[config.mk]
export PLATFORM = sky130hd
export DESIGN_NAME = sc_spil_csctl
export DESIGN_NICKNAME = d
export VERILOG_FILES = /design/src/rtl/sc_spil_csctl.sv
export SDC_FILE = /design/constraint.sdc
export NUM_CORES = 1
export LEC_CHECK = 0
export ABC_AREA = 1
export BUFFER_PORTS_ARGS = -buffer_cell sky130_fd_sc_hd__buf_2
export CORE_ASPECT_RATIO = 0.5
export CORE_MARGIN = 2
export CORE_UTILIZATION = 35
export CTS_BUF_LIST = sky130_fd_sc_hd__clkbuf_4 sky130_fd_sc_hd__clkbuf_8
export CTS_CLUSTER_SIZE = 20
export DETAILED_ROUTE_END_ITERATION = 7
export GPL_ROUTABILITY_DRIVEN = 1
export PLACE_DENSITY = 0.52
export SLEW_MARGIN = 30
export SYNTH_ARGS = -nofsm -noshare
export SYNTH_HDL_FRONTEND = slang
export SYNTH_SLANG_ARGS = --single-unit
[constraint.sdc]
create_clock -name CLK -period 2.17 [get_ports CLK]
set_input_delay 0.3255 -clock CLK [delete_from_list [all_inputs] [get_ports CLK]]
set_output_delay 0.3255 -clock CLK [all_outputs]
set_load 0.1 [all_outputs]
[src/rtl/sc_spil_csctl.sv]
// Chip-select sequencer for SPI Lite: setup/hold/gap timing around shift-engine words, with CS chaining.
// Optional range check on the requested CS index: define SC_SPIL_CSCTL_RANGE_CHK_EN.
module sc_spil_csctl #(
  parameter int unsigned NUM_OF_CS = 32,
  parameter int unsigned DLY_W     = 8
) (
  input  logic             CLK,
  input  logic             RSTN,
  input  logic             REQ_VALID,
  output logic             REQ_READY,
  input  logic [4:0]       REQ_CS,
  input  logic             REQ_KEEP,
  input  logic             DESELECT,
  input  logic [DLY_W-1:0] SETUP_CYC,
  input  logic [DLY_W-1:0] HOLD_CYC,
  input  logic [DLY_W-1:0] GAP_CYC,
  output logic             XFER_START,
  input  logic             XFER_DONE,
  output logic [4:0]       CS_SEL,
  output logic             CSB,
  output logic             BUSY,
  output logic             ERR
);

  localparam int unsigned CS_W = 5;
  localparam logic [CS_W:0] CS_LIMIT = 6'(NUM_OF_CS);

  typedef enum logic [2:0] {IDLE, SETUP, WAIT, CHAIN, HOLD, GAP} state_e;

  state_e            state_q, state_d;
  logic [DLY_W-1:0]  cnt_q, cnt_d;
  logic [DLY_W-1:0]  setup_q, setup_d;
  logic [DLY_W-1:0]  hold_q, hold_d;
  logic [DLY_W-1:0]  gap_q, gap_d;
  logic [CS_W-1:0]   cs_sel_q, cs_sel_d;
  logic [CS_W-1:0]   pend_cs_q, pend_cs_d;
  logic              pend_q, pend_d;
  logic              keep_q, keep_d;
  logic              csb_q, csb_d;
  logic              start_q, start_d;
  logic              ready_q, ready_d;
  logic              busy_q, busy_d;
  logic              err_q, err_d;

  logic              range_chk_c;
  logic              accept_c;
  logic              bad_cs_c;
  logic              launch_c;
  logic [CS_W-1:0]   launch_cs_c;
  logic [DLY_W-1:0]  launch_su_c;
  logic              hold_go_c;
  logic [DLY_W-1:0]  hold_val_c;

`ifdef SC_SPIL_CSCTL_RANGE_CHK_EN
  assign range_chk_c = 1'b1;
`else
  assign range_chk_c = 1'b0;
`endif

  assign accept_c = REQ_VALID & ready_q;
  assign bad_cs_c = range_chk_c & ({1'b0, REQ_CS} >= CS_LIMIT);

  // Next-state and registered-output logic
  always_comb begin
    state_d     = state_q;
    cnt_d       = cnt_q;
    setup_d     = setup_q;
    hold_d      = hold_q;
    gap_d       = gap_q;
    cs_sel_d    = cs_sel_q;
    pend_cs_d   = pend_cs_q;
    pend_d      = pend_q;
    keep_d      = keep_q;
    csb_d       = csb_q;
    start_d     = 1'b0;
    err_d       = 1'b0;
    launch_c    = 1'b0;
    launch_cs_c = REQ_CS;
    launch_su_c = SETUP_CYC;
    hold_go_c   = 1'b0;
    hold_val_c  = HOLD_CYC;

    case (state_q)
      IDLE: begin
        if (accept_c) begin
          if (bad_cs_c) begin
            err_d = 1'b1;
          end else begin
            launch_c = 1'b1;
            keep_d   = REQ_KEEP;
            hold_d   = HOLD_CYC;
            gap_d    = GAP_CYC;
          end
        end
      end
      SETUP: begin
        if (cnt_q == DLY_W'(1)) begin
          start_d = 1'b1;
          state_d = WAIT;
        end else begin
          cnt_d = cnt_q - DLY_W'(1);
        end
      end
      WAIT: begin
        if (XFER_DONE) begin
          if (keep_q) begin
            state_d = CHAIN;
          end else begin
            hold_go_c  = 1'b1;
            hold_val_c = hold_q;
          end
        end
      end
      CHAIN: begin
        if (accept_c) begin
          if (bad_cs_c) begin
            err_d = 1'b1;
          end else if (REQ_CS == cs_sel_q) begin
            start_d = 1'b1;
            keep_d  = REQ_KEEP;
            hold_d  = HOLD_CYC;
            gap_d   = GAP_CYC;
            state_d = WAIT;
          end else begin
            // Different slave: close this select, run the new one after the gap
            pend_d    = 1'b1;
            pend_cs_d = REQ_CS;
            keep_d    = REQ_KEEP;
            setup_d   = SETUP_CYC;
            hold_d    = HOLD_CYC;
            gap_d     = GAP_CYC;
            hold_go_c = 1'b1;
          end
        end else if (DESELECT) begin
          hold_d    = HOLD_CYC;
          gap_d     = GAP_CYC;
          hold_go_c = 1'b1;
        end
      end
      HOLD: begin
        if (cnt_q == DLY_W'(1)) begin
          csb_d   = 1'b1;
          cnt_d   = gap_q;
          state_d = GAP;
        end else begin
          cnt_d = cnt_q - DLY_W'(1);
        end
      end
      GAP: begin
        if (cnt_q == '0) begin
          if (pend_q) begin
            pend_d      = 1'b0;
            launch_c    = 1'b1;
            launch_cs_c = pend_cs_q;
            launch_su_c = setup_q;
          end else begin
            state_d = IDLE;
          end
        end else begin
          cnt_d = cnt_q - DLY_W'(1);
        end
      end
      default: state_d = IDLE;
    endcase

    // CS_SEL loads only in the cycle CSB falls
    if (launch_c) begin
      cs_sel_d = launch_cs_c;
      csb_d    = 1'b0;
      if (launch_su_c == '0) begin
        start_d = 1'b1;
        state_d = WAIT;
      end else begin
        cnt_d   = launch_su_c;
        state_d = SETUP;
      end
    end

    if (hold_go_c) begin
      if (hold_val_c == '0) begin
        csb_d   = 1'b1;
        cnt_d   = gap_d;
        state_d = GAP;
      end else begin
        cnt_d   = hold_val_c;
        state_d = HOLD;
      end
    end

    ready_d = (state_d == IDLE) || (state_d == CHAIN);
    busy_d  = (state_d != IDLE);
  end

  // State and output registers, synchronous active-low reset
  always_ff @(posedge CLK) begin
    if (!RSTN) begin
      state_q   <= IDLE;
      cnt_q     <= '0;
      setup_q   <= '0;
      hold_q    <= '0;
      gap_q     <= '0;
      cs_sel_q  <= '0;
      pend_cs_q <= '0;
      pend_q    <= 1'b0;
      keep_q    <= 1'b0;
      csb_q     <= 1'b1;
      start_q   <= 1'b0;
      ready_q   <= 1'b0;
      busy_q    <= 1'b0;
      err_q     <= 1'b0;
    end else begin
      state_q   <= state_d;
      cnt_q     <= cnt_d;
      setup_q   <= setup_d;
      hold_q    <= hold_d;
      gap_q     <= gap_d;
      cs_sel_q  <= cs_sel_d;
      pend_cs_q <= pend_cs_d;
      pend_q    <= pend_d;
      keep_q    <= keep_d;
      csb_q     <= csb_d;
      start_q   <= start_d;
      ready_q   <= ready_d;
      busy_q    <= busy_d;
      err_q     <= err_d;
    end
  end

  assign REQ_READY  = ready_q;
  assign XFER_START = start_q;
  assign CS_SEL     = cs_sel_q;
  assign CSB        = csb_q;
  assign BUSY       = busy_q;
  assign ERR        = err_q;

endmodule

==> impl.org, run 1 <==
** Run status
- The run finished with clean final reports.

** Final layout
- After routing the design area is 0.003764 mm2.
- Layout cell share with drive strength beyond 1 :: 27.76%
- Final nets :: 547
- Core occupancy in the finished layout :: 46.88%
- Antenna diode instance count :: 0
- Final cell count without fillers :: 620
- Compared with the post-synthesis result, the final layout area differs by 29.77%.
- The filler cells instantiated in the layout total 890.

** Setup path
- At the worst endpoint, the arrival time is 2.36 ns.
- The worst setup path is captured at a register.
- STA classifies the critical path startpoint as a register.
- Peak fanout along the critical path :: 6
- Critical path data required time :: 2.42 ns
- Startpoint-to-endpoint class of the critical path :: reg -> reg

** Detailed routing
- Per-cell routed wire length :: 13.85 um
- After detailed routing, the total wire length is 8585 um.
- Number of routed nets with antenna violations :: 0
- The first routing iteration left 170 violations.
- The first TritonRoute pass finished after 5 iterations.
- Post-DR vias/cell :: 4.842
- Total number of vias :: 3002
- Count of unresolved DRC violations after routing :: 0

** Place
- DP Wirelength :: 6329 um
- Before CTS, the worst setup slack after placement is -0.001103 ns.
- Port Buffer Count :: 43
- DP Area :: 0.003402 mm2
- Routability-driven placement finished with a final weighted congestion of 0.8480.
- Cell count after placement :: 601

** Synth
- Counting every instance in the synthesized netlist gives 432.
- The synthesized netlist devotes 31.62% of its cell area to simple gates.
- Summed instance area of the synthesized netlist :: 0.002900 mm2
- Number of register bits inferred by synthesis :: 51
- Adder-cell share of the synthesized area :: 1.294%
- The average instance in the mapped netlist occupies 6.714 um2.
- Syn_nets :: 470
- Of the total synthesized cell area, the portion taken by XOR and XNOR cells is 2.114%.
- In the synthesized netlist, mux cells make up 2.071% of the area.
- Sequential cells were found to cover 35.20% of the synthesized design area.
- In this run, distinct cell masters in the synthesized netlist total 36.
- Synthesized-area fraction occupied by ao, oa, aoi and oai cells :: 17.90%
- Synth warn :: 0
- Largest family of logic cells by synthesized area :: simple AND/OR/NAND/NOR gates

** Timing
- Minimum clock period :: 2.114 ns
- Setup total negative slack on the finished layout was measured at 0 ns.
- Between clock sinks in the finished design, the worst skew comes to 0.004232 ns.
- Final max-slew violation count :: 0
- Setup repair after global routing could not meet its margin everywhere.
- Final worst-path cycle share :: 97.44%
- The final count of hold timing violations is 0.
- Relative max-transition margin :: 65.20%
- For this run, the top clock speed supported by timing is 472.9 MHz.
- Setup violations remaining at the end of the flow were counted as 0.
- In the post-route analysis, the smallest setup slack over all paths is 0.05552 ns.
- Transition time at the pin with the least slew margin :: 0.5214 ns

** Power and ir drop
- Sequential cells account for 29.7% of the total power.
- Combinational Power Share :: 57.4%
- Part of the power in the clock network :: 12.9%
- The internal power of the cells totals 2280 uW.
- For this design the static power due to leakage is 0.001739 uW.
- For this design the ratio of total power to cell area is 1127 mW/mm2.
- Of the total power, the share spent switching nets is 46.24%.
- Maximum vdd ir drop :: 0.4910 mV
- For this design the total switching power over the nets is 1962 uW.

** Floorplan
- Die area :: 0.009075 mm2
- Once the floorplan was initialized, standard cells occupied 36.12% of the core.
- Number of core rows :: 23
- In this run the horizontal extent of the chip is 132.7 um.
- In this run the standard cell core region covers 0.008029 mm2.
- Number of primary I/O pins :: 45
- Die H :: 68.37 um

** Clock network
- Clock-pin slew was measured on the worst setup and hold paths at 0.09 ns.
- TritonCTS built the clock tree.
- Cell at the root of the clock tree :: sky130_fd_sc_hd__clkbuf_8
- Hold repair after CTS inserted 0 buffers.
- The clock passes through at most 2 buffers.
- Source-to-sink clock delay at the later pin of the worst-skew pair :: 0.31 ns
- Number of sinks driven by the clock tree :: 51
- Buffers inserted during clock tree synthesis total 5.
- Number of levels in the clock H-tree :: 2

** Job
- Max capacitance violation total :: 0

** GRT
- Wire length of the first global-routing pass :: 13340 um
- The initial antenna violation count was 0.
- The via count of the first global-routing pass came to 2586.
- Total track usage :: 19.28%
- Pin count of the biggest net entering global routing :: 23
- Aggregate global routing overflow :: 0

** Worst hold path
- The tightest min-delay check is of the in -> reg type.
-- Yosys cell counts (all sizes together) --
cell type	number	share of area, %
nand4	8	1.7
a21oi	39	7.1
mux2i	6	2.1
xnor2	1	0.30
o211ai	4	1.0
xor2	6	1.8
o22ai	2	0.43
nand3b	1	0.26
nor2	55	8.5
buf	6	1.6
nand2	100	14
inv	55	7.1
ha	3	1.3
o21bai	1	0.26
dfxtp	51	35
nand3	28	5.3
nor3	7	1.6
a22oi	2	0.52
a31oi	8	1.7
o21ai	38	6.8
or2	3	0.65
conb	1	0.13
clkbuf	7	0.91
-- cells by family (layout without fill, tap and decap cells) --
kind of cell	count (synthesis)	after routing
AND/OR/NAND/NOR	202	204
other	1	1
XOR/XNOR	7	7
multiplexers	6	6
adder cells (fa/ha/maj)	3	3
buffers and inverters	68	142
flip-flops	51	51
AO/OA/AOI/OAI	94	94
-- state kept, by name, indices dropped and copies added, names as in the netlist --
name / flops
hold_q: 8
cnt_q: 8
REQ_READY: 1
CS_SEL: 5
CSB: 1
pend_cs_q: 5
pend_q: 1
XFER_START: 1
state_q: 3
BUSY: 1
setup_q: 8
keep_q: 1
gap_q: 8
-- critical path, stage by stage, from the launching register on --
cell                        delay (ns)
sky130_fd_sc_hd__dfxtp_2          0.34
sky130_fd_sc_hd__inv_2            0.09
sky130_fd_sc_hd__ha_4             0.15
sky130_fd_sc_hd__nand2_4          0.05
sky130_fd_sc_hd__nor2_4           0.18
sky130_fd_sc_hd__clkbuf_16        0.20
sky130_fd_sc_hd__nand3_4          0.08
sky130_fd_sc_hd__nand2_2          0.08
sky130_fd_sc_hd__nand2_2          0.06
sky130_fd_sc_hd__nor2_4           0.13
sky130_fd_sc_hd__nand2_4          0.07
sky130_fd_sc_hd__a21oi_4          0.24
sky130_fd_sc_hd__buf_12           0.15
sky130_fd_sc_hd__o211ai_1         0.08
sky130_fd_sc_hd__a21oi_1          0.13
-- routing by layer --
| metal | part of all wire (%) | track usage [%] | wire length [um] |
|---|---|---|---|
| met4 | 0.73 | 4.032 | 63 |
| met1 | 53 | 28.42 | 4546 |
| met5 | 0 | 0 | 0 |
| met3 | 6.6 | 3.926 | 569 |
| met2 | 40 | 29.02 | 3406 |
-- cells in the final DEF, fill, tap and decap left out, types with 6 or more instances in the layout --
master	n
sky130_fd_sc_hd__a21oi_1	38
sky130_fd_sc_hd__a31oi_1	8
sky130_fd_sc_hd__buf_2	43
sky130_fd_sc_hd__buf_4	33
sky130_fd_sc_hd__dfxtp_1	42
sky130_fd_sc_hd__dfxtp_2	8
sky130_fd_sc_hd__inv_1	50
sky130_fd_sc_hd__nand2_1	87
sky130_fd_sc_hd__nand2_2	8
sky130_fd_sc_hd__nand3_1	22
sky130_fd_sc_hd__nand4_1	8
sky130_fd_sc_hd__nor2_1	46
sky130_fd_sc_hd__o21ai_0	31
sky130_fd_sc_hd__xor2_1	6
-- final timing paths --
| check | from | to | slack, ns | cells past startpoint |
|---|---|---|---|---|
| hold reg to reg | setup_q[3]$_SDFFE_PN0P_ | setup_q[3]$_SDFFE_PN0P_ | 0.48 | 2 |
| setup reg to reg | cnt_q[1]$_SDFF_PN0_ | cnt_q[7]$_SDFF_PN0_ | 0.06 | 14 |
| hold / removal | HOLD_CYC[7] | hold_q[7]$_SDFFE_PN0P_ | 0.27 | 3 |
| setup / recovery | cnt_q[1]$_SDFF_PN0_ | cnt_q[7]$_SDFF_PN0_ | 0.06 | 14 |
-- power by group through the flow --
stage | combinational [uW] | clock, uW | sequential, uW
floorplan | 1210 | 0 | 1500
global placement | 1980 | 0 | 1260
detailed placement | 1980 | 0 | 1260
CTS | 1990 | 566 | 1240
global route | 2660 | 598 | 1280
finish | 2440 | 546 | 1260
-- timing repair --
item	CTS	global route
setup buffers	0	10
endpoints found under the setup margin	1	11
gates resized for setup	0	36
cloned	0	3
pin swaps	1	22
-- stage by stage --
stage,hold WS (ns),power [uW]
2_1_floorplan,0.4301,2707
3_3_place_gp,0.4431,3243
3_5_place_dp,0.4461,3238
4_1_cts,0.2625,3793
5_1_grt,0.2712,4540
6_report,0.2707,4242
-- final cells by class --
| cell class | instances | area [um2] | share of cell area [%] |
|---|---|---|---|
| tap | 112 | 140.1 | 3.723 |
| multi-input combinational | 315 | 1747 | 46.41 |
| sequential | 51 | 1035 | 27.49 |
| inverter | 55 | 206.4 | 5.485 |
| timing repair buffer | 81 | 559.3 | 14.86 |
| clock buffer | 6 | 76.32 | 2.028 |
Note: power is estimated with default switching activity, not from simulation.
==> run 2, diff against run 1 <==
==> constraint.sdc (replaced) <==
create_clock -name CLK -period 2.1 [get_ports CLK]
set_input_delay 0.315 -clock CLK [delete_from_list [all_inputs] [get_ports CLK]]
set_output_delay 0.315 -clock CLK [all_outputs]
set_load 0.1 [all_outputs]
==> impl.org, run 2 (synthesized netlist as in run 1, its figures left out) <==
** Job
- The count of maximum capacitance violations was 0 (unchanged).

** Setup path
- The critical path capture point type is a register (unchanged).
- The startpoint kind of the worst setup timing path is a register (unchanged).
- The data arrival time of the critical path came to 2.37 ns (was 2.36 ns).
- The endpoint of the lowest-slack register-to-register path was cnt_q[2]$_SDFF_PN0_ (was cnt_q[7]$_SDFF_PN0_).
- CP peak stage delay :: 0.34 ns (about the same)
- Cells traversed along the worst timing path: inv_2 -> ha_4 -> nand2_4 -> nor2_4 -> clkbuf_16 -> nand3_2 -> nand2_2 -> nand2_2 -> nor2_4 -> nand2_4 -> a21oi_4 -> buf_4 -> nand2_1 -> a21oi_1 (was inv_2 -> ha_4 -> nand2_4 -> nor2_4 -> clkbuf_16 -> nand3_4 -> nand2_2 -> nand2_2 -> nor2_4 -> nand2_4 -> a21oi_4 -> buf_12 -> o211ai_1 -> a21oi_1).
- Cell family with most CP delay :: simple AND/OR/NAND/NOR gates (unchanged)
- Critical path data required time :: 2.36 ns (was 2.42 ns)
- Count of buffer and inverter cells on the critical path :: 3 (unchanged)
- The top fanout value on the critical path was 8 (was 6).
- Origin of the critical flop-to-flop path :: cnt_q[1]$_SDFF_PN0_ (unchanged)
- The count of cells along the worst register-to-register path is 14 (unchanged).
- Slowest library cell on the worst path :: sky130_fd_sc_hd__dfxtp_2 (unchanged)
- The register-to-register path setup slack came to -0.006 ns (was 0.06 ns).
- The classification of the worst setup path is reg -> reg (unchanged).

** Clock network
- The number of H-tree branching levels came to 2 (unchanged).
- TritonCTS buffer count :: 5 (unchanged)
- The number of buffers on the longest clock path was 2 (unchanged).
- Source-to-sink clock delay at the later pin of the worst-skew pair :: 0.32 ns (was 0.31 ns)
- The register clock-pin slew on the reported worst setup and hold paths came to 0.11 ns (was 0.09 ns).
- The number of sinks on the clock net is 51 (unchanged).
- The post-cts hold buffer count is 0 (unchanged).
- The CTS tree was yes (unchanged).
- Cell at the root of the clock tree :: sky130_fd_sc_hd__clkbuf_8 (unchanged)

** Detailed routing
- Highest metal layer with signal wires :: met4 (unchanged)
- Count of unresolved DRC violations after routing :: 0 (unchanged)
- Met2 routed WL :: 3407 um (was 3406 um)
- The via density per instance is 4.752 (was 4.842).
- Iteration-0 DRC count of the detailed router :: 164 (was 170)
- The number of nets with antenna violations after detailed routing is 0 (unchanged).
- The total via count after detailed routing is 2970 (was 3002).
- The wire length on met3 came to 414 um (was 569 um).
- The total wire length came to 8519 um (was 8585 um).
- Per-cell routed wire length :: 13.63 um (was 13.85 um)
- The number of detailed-routing iterations run before antenna repair was 4 (was 5).
- The total routed wire length on the met1 layer is 4647 um (was 4546 um).

** Power and ir drop
- The power density relative to cell area is 1181 mW/mm2 (was 1127 mW/mm2).
- Maximum vdd ir drop :: 0.3763 mV (was 0.4910 mV)
- LEAKAGE :: 0.001762 uW (was 0.001739 uW)

** Timing
- The setup skew after layout came to 0.01034 ns (was 0.004232 ns).
- The summed negative setup slack over all endpoints was -0.006256 ns (was 0 ns).
- The final-layout worst hold slack is 0.2378 ns (was 0.2707 ns).
- The final number of max-transition violations is 0 (unchanged).
- The final critical-path required period was 2.106 ns (was 2.114 ns).
- Maximum achievable frequency :: 474.8 MHz (was 472.9 MHz)
- The final count of hold timing violations came to 0 (unchanged).
- Final worst-path cycle share :: 100.3% (was 97.44%)
- RSZ-0062 raised after global routing :: yes (unchanged)
- Setup slack of the critical path after layout :: -0.006256 ns (was 0.05552 ns)
- Final setup violation count :: 1 (was 0)

** Place
- The final RePlAce weighted congestion is 0.8316 (was 0.8480).
- The area of placed instances came to 0.003422 mm2 (was 0.003402 mm2).
- DP Worst Slack :: 0.01240 ns (was -0.001103 ns)
- The total half-perimeter wirelength after legalization and detailed placement came to 6261 um (was 6329 um).
- Cell count after placement :: 605 (was 601)
- The number of buffers inserted by port buffering came to 43 (unchanged).

** Floorplan
- Number of core rows :: 23 (unchanged)
- Core region area :: 0.008029 mm2 (unchanged)
- Initial Utilization :: 36.12% (unchanged)
- The die boundary width was 132.7 um (unchanged).
- The die area came to 0.009075 mm2 (unchanged).
- The top-level I/O count came to 45 (unchanged).
- Die H :: 68.37 um (unchanged)

** Worst hold path
- Hold WC Path Type :: in -> reg (unchanged)
- The capture endpoint of the worst hold path was hold_q[1]$_SDFFE_PN0P_ (was hold_q[7]$_SDFFE_PN0P_).
- Number of cells on the worst hold path :: 3 (unchanged)
- Hold_sp :: HOLD_CYC[1] (was HOLD_CYC[7])

** GRT
- The total congestion overflow was 0 (unchanged).
- Vias in the first global route :: 2626 (was 2586)
- The total routing usage reported by global routing was 19.19% (was 19.28%).
- The initial antenna violation count is 0 (unchanged).
- Pin count of the biggest net entering global routing :: 24 (was 23)
- Wire length of the first global-routing pass :: 13360 um (was 13340 um)

** Final layout
- The total non-filler cell area in the finished layout was 0.003802 mm2 (was 0.003764 mm2).
- The number of nets in the finished design came to 550 (was 547).
- Antenna diode instance count :: 0 (unchanged)
- Leading cell type in the layout, fill and taps excluded :: sky130_fd_sc_hd__nand2_1 (unchanged)
- Final cell count without fillers :: 625 (was 620)
- Highest-count cells in the layout ignoring fill and taps: sky130_fd_sc_hd__nand2_1, sky130_fd_sc_hd__inv_1, sky130_fd_sc_hd__nor2_1, sky130_fd_sc_hd__buf_2 (was sky130_fd_sc_hd__nand2_1, sky130_fd_sc_hd__inv_1, sky130_fd_sc_hd__nor2_1, sky130_fd_sc_hd__buf_2, sky130_fd_sc_hd__dfxtp_1).
- The growth of design area from synthesis to finish is 31.10% (was 29.77%).
- Layout cell share with drive strength beyond 1 :: 30.60% (was 27.76%)

** Run status
- Status: complete, but fails checks (was finished, final reports clean).
- The final reports fail on setup timing.
[run 2: cell types whose count changed in the layout (fill, tap and decap cells not counted), sizes merged]
| cell | previous run | this run |
|---|---|---|
| clkbuf | 7 | 9 |
| buf | 80 | 83 |
[run 2: cell type report]
class / instances / area [um2]
fill: 864 / 4227
multi-input combinational: 315 / 1760
sequential: 51 / 1039
timing repair buffer: 84 / 553.0
inverter: 55 / 206.4
tap: 112 / 140.1
clock buffer: 8 / 103.9
[run 2: worst max-delay path by stage]
stage / start / cells after the start / slack, ns / to
4_1_cts: cnt_q[0]$_SDFF_PN0_ / 12 / 0.002 / REQ_READY$_SDFF_PN0_
6_report: cnt_q[1]$_SDFF_PN0_ / 14 / -0.006 / cnt_q[2]$_SDFF_PN0_
2_1_floorplan: REQ_READY$_SDFF_PN0_ / 10 / 0.17 / cnt_q[5]$_SDFF_PN0_
3_3_place_gp: XFER_DONE / 12 / 0.04 / REQ_READY$_SDFF_PN0_
3_5_place_dp: cnt_q[0]$_SDFF_PN0_ / 12 / 0.01 / REQ_READY$_SDFF_PN0_
5_1_grt: cnt_q[1]$_SDFF_PN0_ / 15 / -0.12 / cnt_q[1]$_SDFF_PN0_
[run 2: power by group]
group | internal [uW] | switching, uW | total, uW
clock network | 315 | 359 | 674
logic | 961 | 1540 | 2510
registers | 1170 | 141 | 1310
total | 2450 | 2040 | 4490
[run 2: tightest hold or removal path, delay by kind of cell]
| kind | cells | cell delay (ns) |
|---|---|---|
| AO/OA/AOI/OAI | 1 | 0.05 |
| buffers and inverters | 2 | 0.14 |
[run 2: what timing repair did]
item	CTS	global route
setup endpoints to repair	2	12
setup buffers	0	9
gates cloned	0	3
resized for setup	0	45
pin swaps	1	27
[run 2: layer usage]
| metal | GRT usage (%) | vias up |
|---|---|---|
| met5 | 0 | - |
| met4 | 4.032 | 0 |
| met3 | 3.778 | 5 |
| met2 | 27.85 | 53 |
| met1 | 29.02 | 1342 |
| li1 | - | 1570 |
[run 2: through the flow]
stage	utilization (%)	power [uW]
floorplan	-	2799
global placement	42.62	3361
detailed placement	42.62	3352
CTS	43.91	4031
global route	47.36	4814
finish	47.36	4490
==> run 3, diff against run 2 <==
--- a/config.mk
+++ b/config.mk
@@ -6,14 +6,14 @@
 export NUM_CORES = 1
 export LEC_CHECK = 0
 export ABC_AREA = 1
-export BUFFER_PORTS_ARGS = -buffer_cell sky130_fd_sc_hd__buf_2
+export BUFFER_PORTS_ARGS = -buffer_cell sky130_fd_sc_hd__clkbuf_2
 export CORE_ASPECT_RATIO = 0.5
 export CORE_MARGIN = 2
 export CORE_UTILIZATION = 35
 export CTS_BUF_LIST = sky130_fd_sc_hd__clkbuf_4 sky130_fd_sc_hd__clkbuf_8
 export CTS_CLUSTER_SIZE = 20
 export DETAILED_ROUTE_END_ITERATION = 7
-export GPL_ROUTABILITY_DRIVEN = 1
+export GPL_ROUTABILITY_DRIVEN = 0
 export PLACE_DENSITY = 0.52
 export SLEW_MARGIN = 30
 export SYNTH_ARGS = -nofsm -noshare
==> impl.org, run 3 (synthesized netlist as in run 1, its figures left out) <==
** Run status
- Status :: finished, final reports clean (was complete, but fails checks)

** Floorplan
- Core region area :: 0.008029 mm2 (unchanged)
- The vertical die dimension is 68.37 um (unchanged).
- Number of core rows :: 23 (unchanged)
- Die area :: 0.009075 mm2 (unchanged)
- The top-level I/O count came to 45 (unchanged).
- The die boundary width is 132.7 um (unchanged).
- Initial Utilization :: 36.12% (unchanged)

** Setup path
- Critical path data required time :: 2.33 ns (was 2.36 ns)
- CP peak stage delay :: 0.34 ns (about the same)
- The launch instance of the worst register-to-register path is cnt_q[1]$_SDFF_PN0_ (unchanged).
- The critical path capture point type is a register (unchanged).
- The number of buffer and inverter stages on the critical path is 1 (was 3).
- Kind of launch point of the worst setup path :: register (unchanged)
- Cell family with most CP delay :: simple AND/OR/NAND/NOR gates (unchanged)
- Cells traversed along the worst timing path: inv_2 -> ha_4 -> nand2_4 -> nor2_4 -> nand3_2 -> nand2_2 -> nand2_2 -> nor2_4 -> nand2_4 -> a21oi_4 -> o211ai_1 -> a21oi_1 (was inv_2 -> ha_4 -> nand2_4 -> nor2_4 -> clkbuf_16 -> nand3_2 -> nand2_2 -> nand2_2 -> nor2_4 -> nand2_4 -> a21oi_4 -> buf_4 -> nand2_1 -> a21oi_1).
- The classification of the worst setup path was reg -> reg (unchanged).
- The beginning of the critical path is cnt_q[1]$_SDFF_PN0_ (unchanged).
- The data arrival time of the critical path was 2.29 ns (was 2.37 ns).
- Peak fanout along the critical path :: 6 (was 8)
- Slowest library cell on the worst path :: sky130_fd_sc_hd__dfxtp_2 (unchanged)

** Final layout
- Leading cell type in the layout, fill and taps excluded :: sky130_fd_sc_hd__nand2_1 (unchanged)
- Area growth, synth to finish :: 34.12% (was 31.10%)
- The post-layout utilization of the core was 48.45% (was 47.36%).
- The number of nets in the finished design is 553 (was 550).
- Antenna diode instance count :: 0 (unchanged)
- Highest-count cells in the layout ignoring fill and taps :: sky130_fd_sc_hd__nand2_1, sky130_fd_sc_hd__inv_1, sky130_fd_sc_hd__nor2_1, sky130_fd_sc_hd__clkbuf_2, sky130_fd_sc_hd__dfxtp_1 (was sky130_fd_sc_hd__nand2_1, sky130_fd_sc_hd__inv_1, sky130_fd_sc_hd__nor2_1, sky130_fd_sc_hd__buf_2)
- The share of cells above drive strength 1 came to 32.62% (was 30.60%).

** Power and ir drop
- Net switching power of the design :: 2126 uW (was 2045 uW)
- The clock network fraction of design power was 12.9% (was 15.0%).
- The switching share of power was 47.89% (was 45.53%).
- The sequential group share of total power is 29.7% (was 29.2%).
- The cell-internal power is 2313 uW (was 2446 uW).
- The combinational power share came to 57.4% (was 55.8%).
- The total power draw is 4439 uW (was 4490 uW).
- LEAKAGE :: 0.001784 uW (was 0.001762 uW)
- Maximum vdd ir drop :: 0.5348 mV (was 0.3763 mV)
- Pwr per Cell Area :: 1141 mW/mm2 (was 1181 mW/mm2)

** Clock network
- Source-to-sink clock delay at the later pin of the worst-skew pair :: 0.32 ns (about the same)
- Number of sinks driven by the clock tree :: 51 (unchanged)
- The cell at the root of the clock tree is sky130_fd_sc_hd__clkbuf_8 (unchanged).
- The CTS tree is yes (unchanged).
- Max Buffers Root-to-Sink :: 2 (unchanged)
- Number of levels in the clock H-tree :: 2 (unchanged)
- TritonCTS buffer count :: 5 (unchanged)
- Clk slew on worst S/H paths :: 0.10 ns (was 0.11 ns)

** Timing
- The final count of hold timing violations came to 0 (unchanged).
- Largest clock skew in the final design :: 0.01937 ns (was 0.01034 ns)
- Final hold slack :: 0.2314 ns (was 0.2378 ns)
- RSZ-0062 raised after global routing :: yes (unchanged)
- The summed negative setup slack over all endpoints is 0 ns (was -0.006256 ns).
- Final setup violation count :: 0 (was 1)
- The highest clock rate was 486.3 MHz (was 474.8 MHz).
- The final number of max-transition violations came to 0 (unchanged).
- The final cycle utilization of the critical path is 97.92% (was 100.3%).
- Measured against its own limit, the worst slew margin works out to 64.25%.
- For the pin with the worst max-slew slack, the measured transition is 0.5386 ns.
- The final critical-path required period came to 2.056 ns (was 2.106 ns).

** Detailed routing
- Per-cell routed wire length :: 13.93 um (was 13.63 um)
- The total wire length came to 8732 um (was 8519 um).
- The iteration-0 DRC count of the detailed router was 182 (was 164).
- Number of routed nets with antenna violations :: 0 (unchanged)
- The number of design rule violations left after detail routing is 0 (unchanged).
- Total number of vias :: 2991 (was 2970)
- The number of detailed-routing iterations run before antenna repair came to 4 (unchanged).
- Post-DR vias/cell :: 4.770 (was 4.752)

** GRT
- The total routing usage reported by global routing was 19.52% (was 19.19%).
- Wire length of the first global-routing pass :: 13520 um (was 13360 um)
- Pin count of the biggest net entering global routing :: 24 (unchanged)
- Antenna violations before repair :: 0 (unchanged)
- The total congestion overflow was 0 (unchanged).
- Vias in the first global route :: 2631 (was 2626)

** Place
- The number of buffers inserted by port buffering is 43 (unchanged).
- DP Wirelength :: 6410 um (was 6261 um)

** Worst hold path
- The startpoint of the lowest-slack hold path was HOLD_CYC[5] (was HOLD_CYC[1]).
- The path class of the lowest-slack min-delay path is in -> reg (unchanged).

** Job
- The count of maximum capacitance violations came to 0 (unchanged).
run 3: cell count changes in the layout (fill, tap and decap cells not counted), sizes merged:
cell	change
a21oi	+1
buf	-41
nand2	+1
clkbuf	+39
clkinv	+2
run 3: tightest hold or removal path: stages:
cell and delay (ns):
sky130_fd_sc_hd__clkbuf_2 0.08, sky130_fd_sc_hd__inv_1 0.06, sky130_fd_sc_hd__a21oi_1 0.06
run 3: final timing paths:
kind	endpoint	slack, ns	cells past startpoint
setup / recovery	cnt_q[7]$_SDFF_PN0_	0.04	12
hold / removal	hold_q[5]$_SDFFE_PN0P_	0.23	3
setup reg to reg	cnt_q[7]$_SDFF_PN0_	0.04	12
hold reg to reg	setup_q[0]$_SDFFE_PN0P_	0.48	2
run 3: repair_timing:
item                       4_1_cts  5_1_grt
pin swaps                        2       24
setup endpoints to repair        5       11
gates resized for setup          5       57
gates cloned                     2        2
hold buffers                     0        0
buffers inserted                 0        8
run 3: power groups by stage:
stage                     Sequential [uW]  Combinational (uW)  Clock (uW)
after global placement               1310                2090           0
after CTS                            1290                2210         590
final                                1320                2550         571
after floorplan                      1550                1250           0
after detailed placement             1320                2080           0
after global routing                 1340                2760         627
run 3: layout make-up:
type	instances	area [um2]
fillers	814	4139
multi-input cells	317	1856
flip-flops and latches	51	1037
repair buffers	85	568.0
inverters	55	206.4
well taps	112	140.1
clock buffers	5	68.82
clock inverters	2	13.76
run 3: stage by stage:
step / cells / setup slack, ns / instance area (um2)
after floorplan: 432 / 0.1739 / 2908
after global placement: 608 / -0.01671 / 3457
after detailed placement: 608 / -0.04677 / 3457
after CTS: 617 / 0.01604 / 3575
after global routing: 627 / -0.03515 / 3890
final: 627 / 0.04366 / 3890
run 3: per-layer routing:
metal | share of wire, % | global-route usage (%) | vias up | wire length [um]
li1 | - | - | 1572 | -
met1 | 52 | 28.42 | 1321 | 4548
met2 | 40 | 28.89 | 91 | 3483
met3 | 7.3 | 5.333 | 7 | 641
met4 | 0.66 | 3.629 | 0 | 58
met5 | 0 | 0 | - | 0
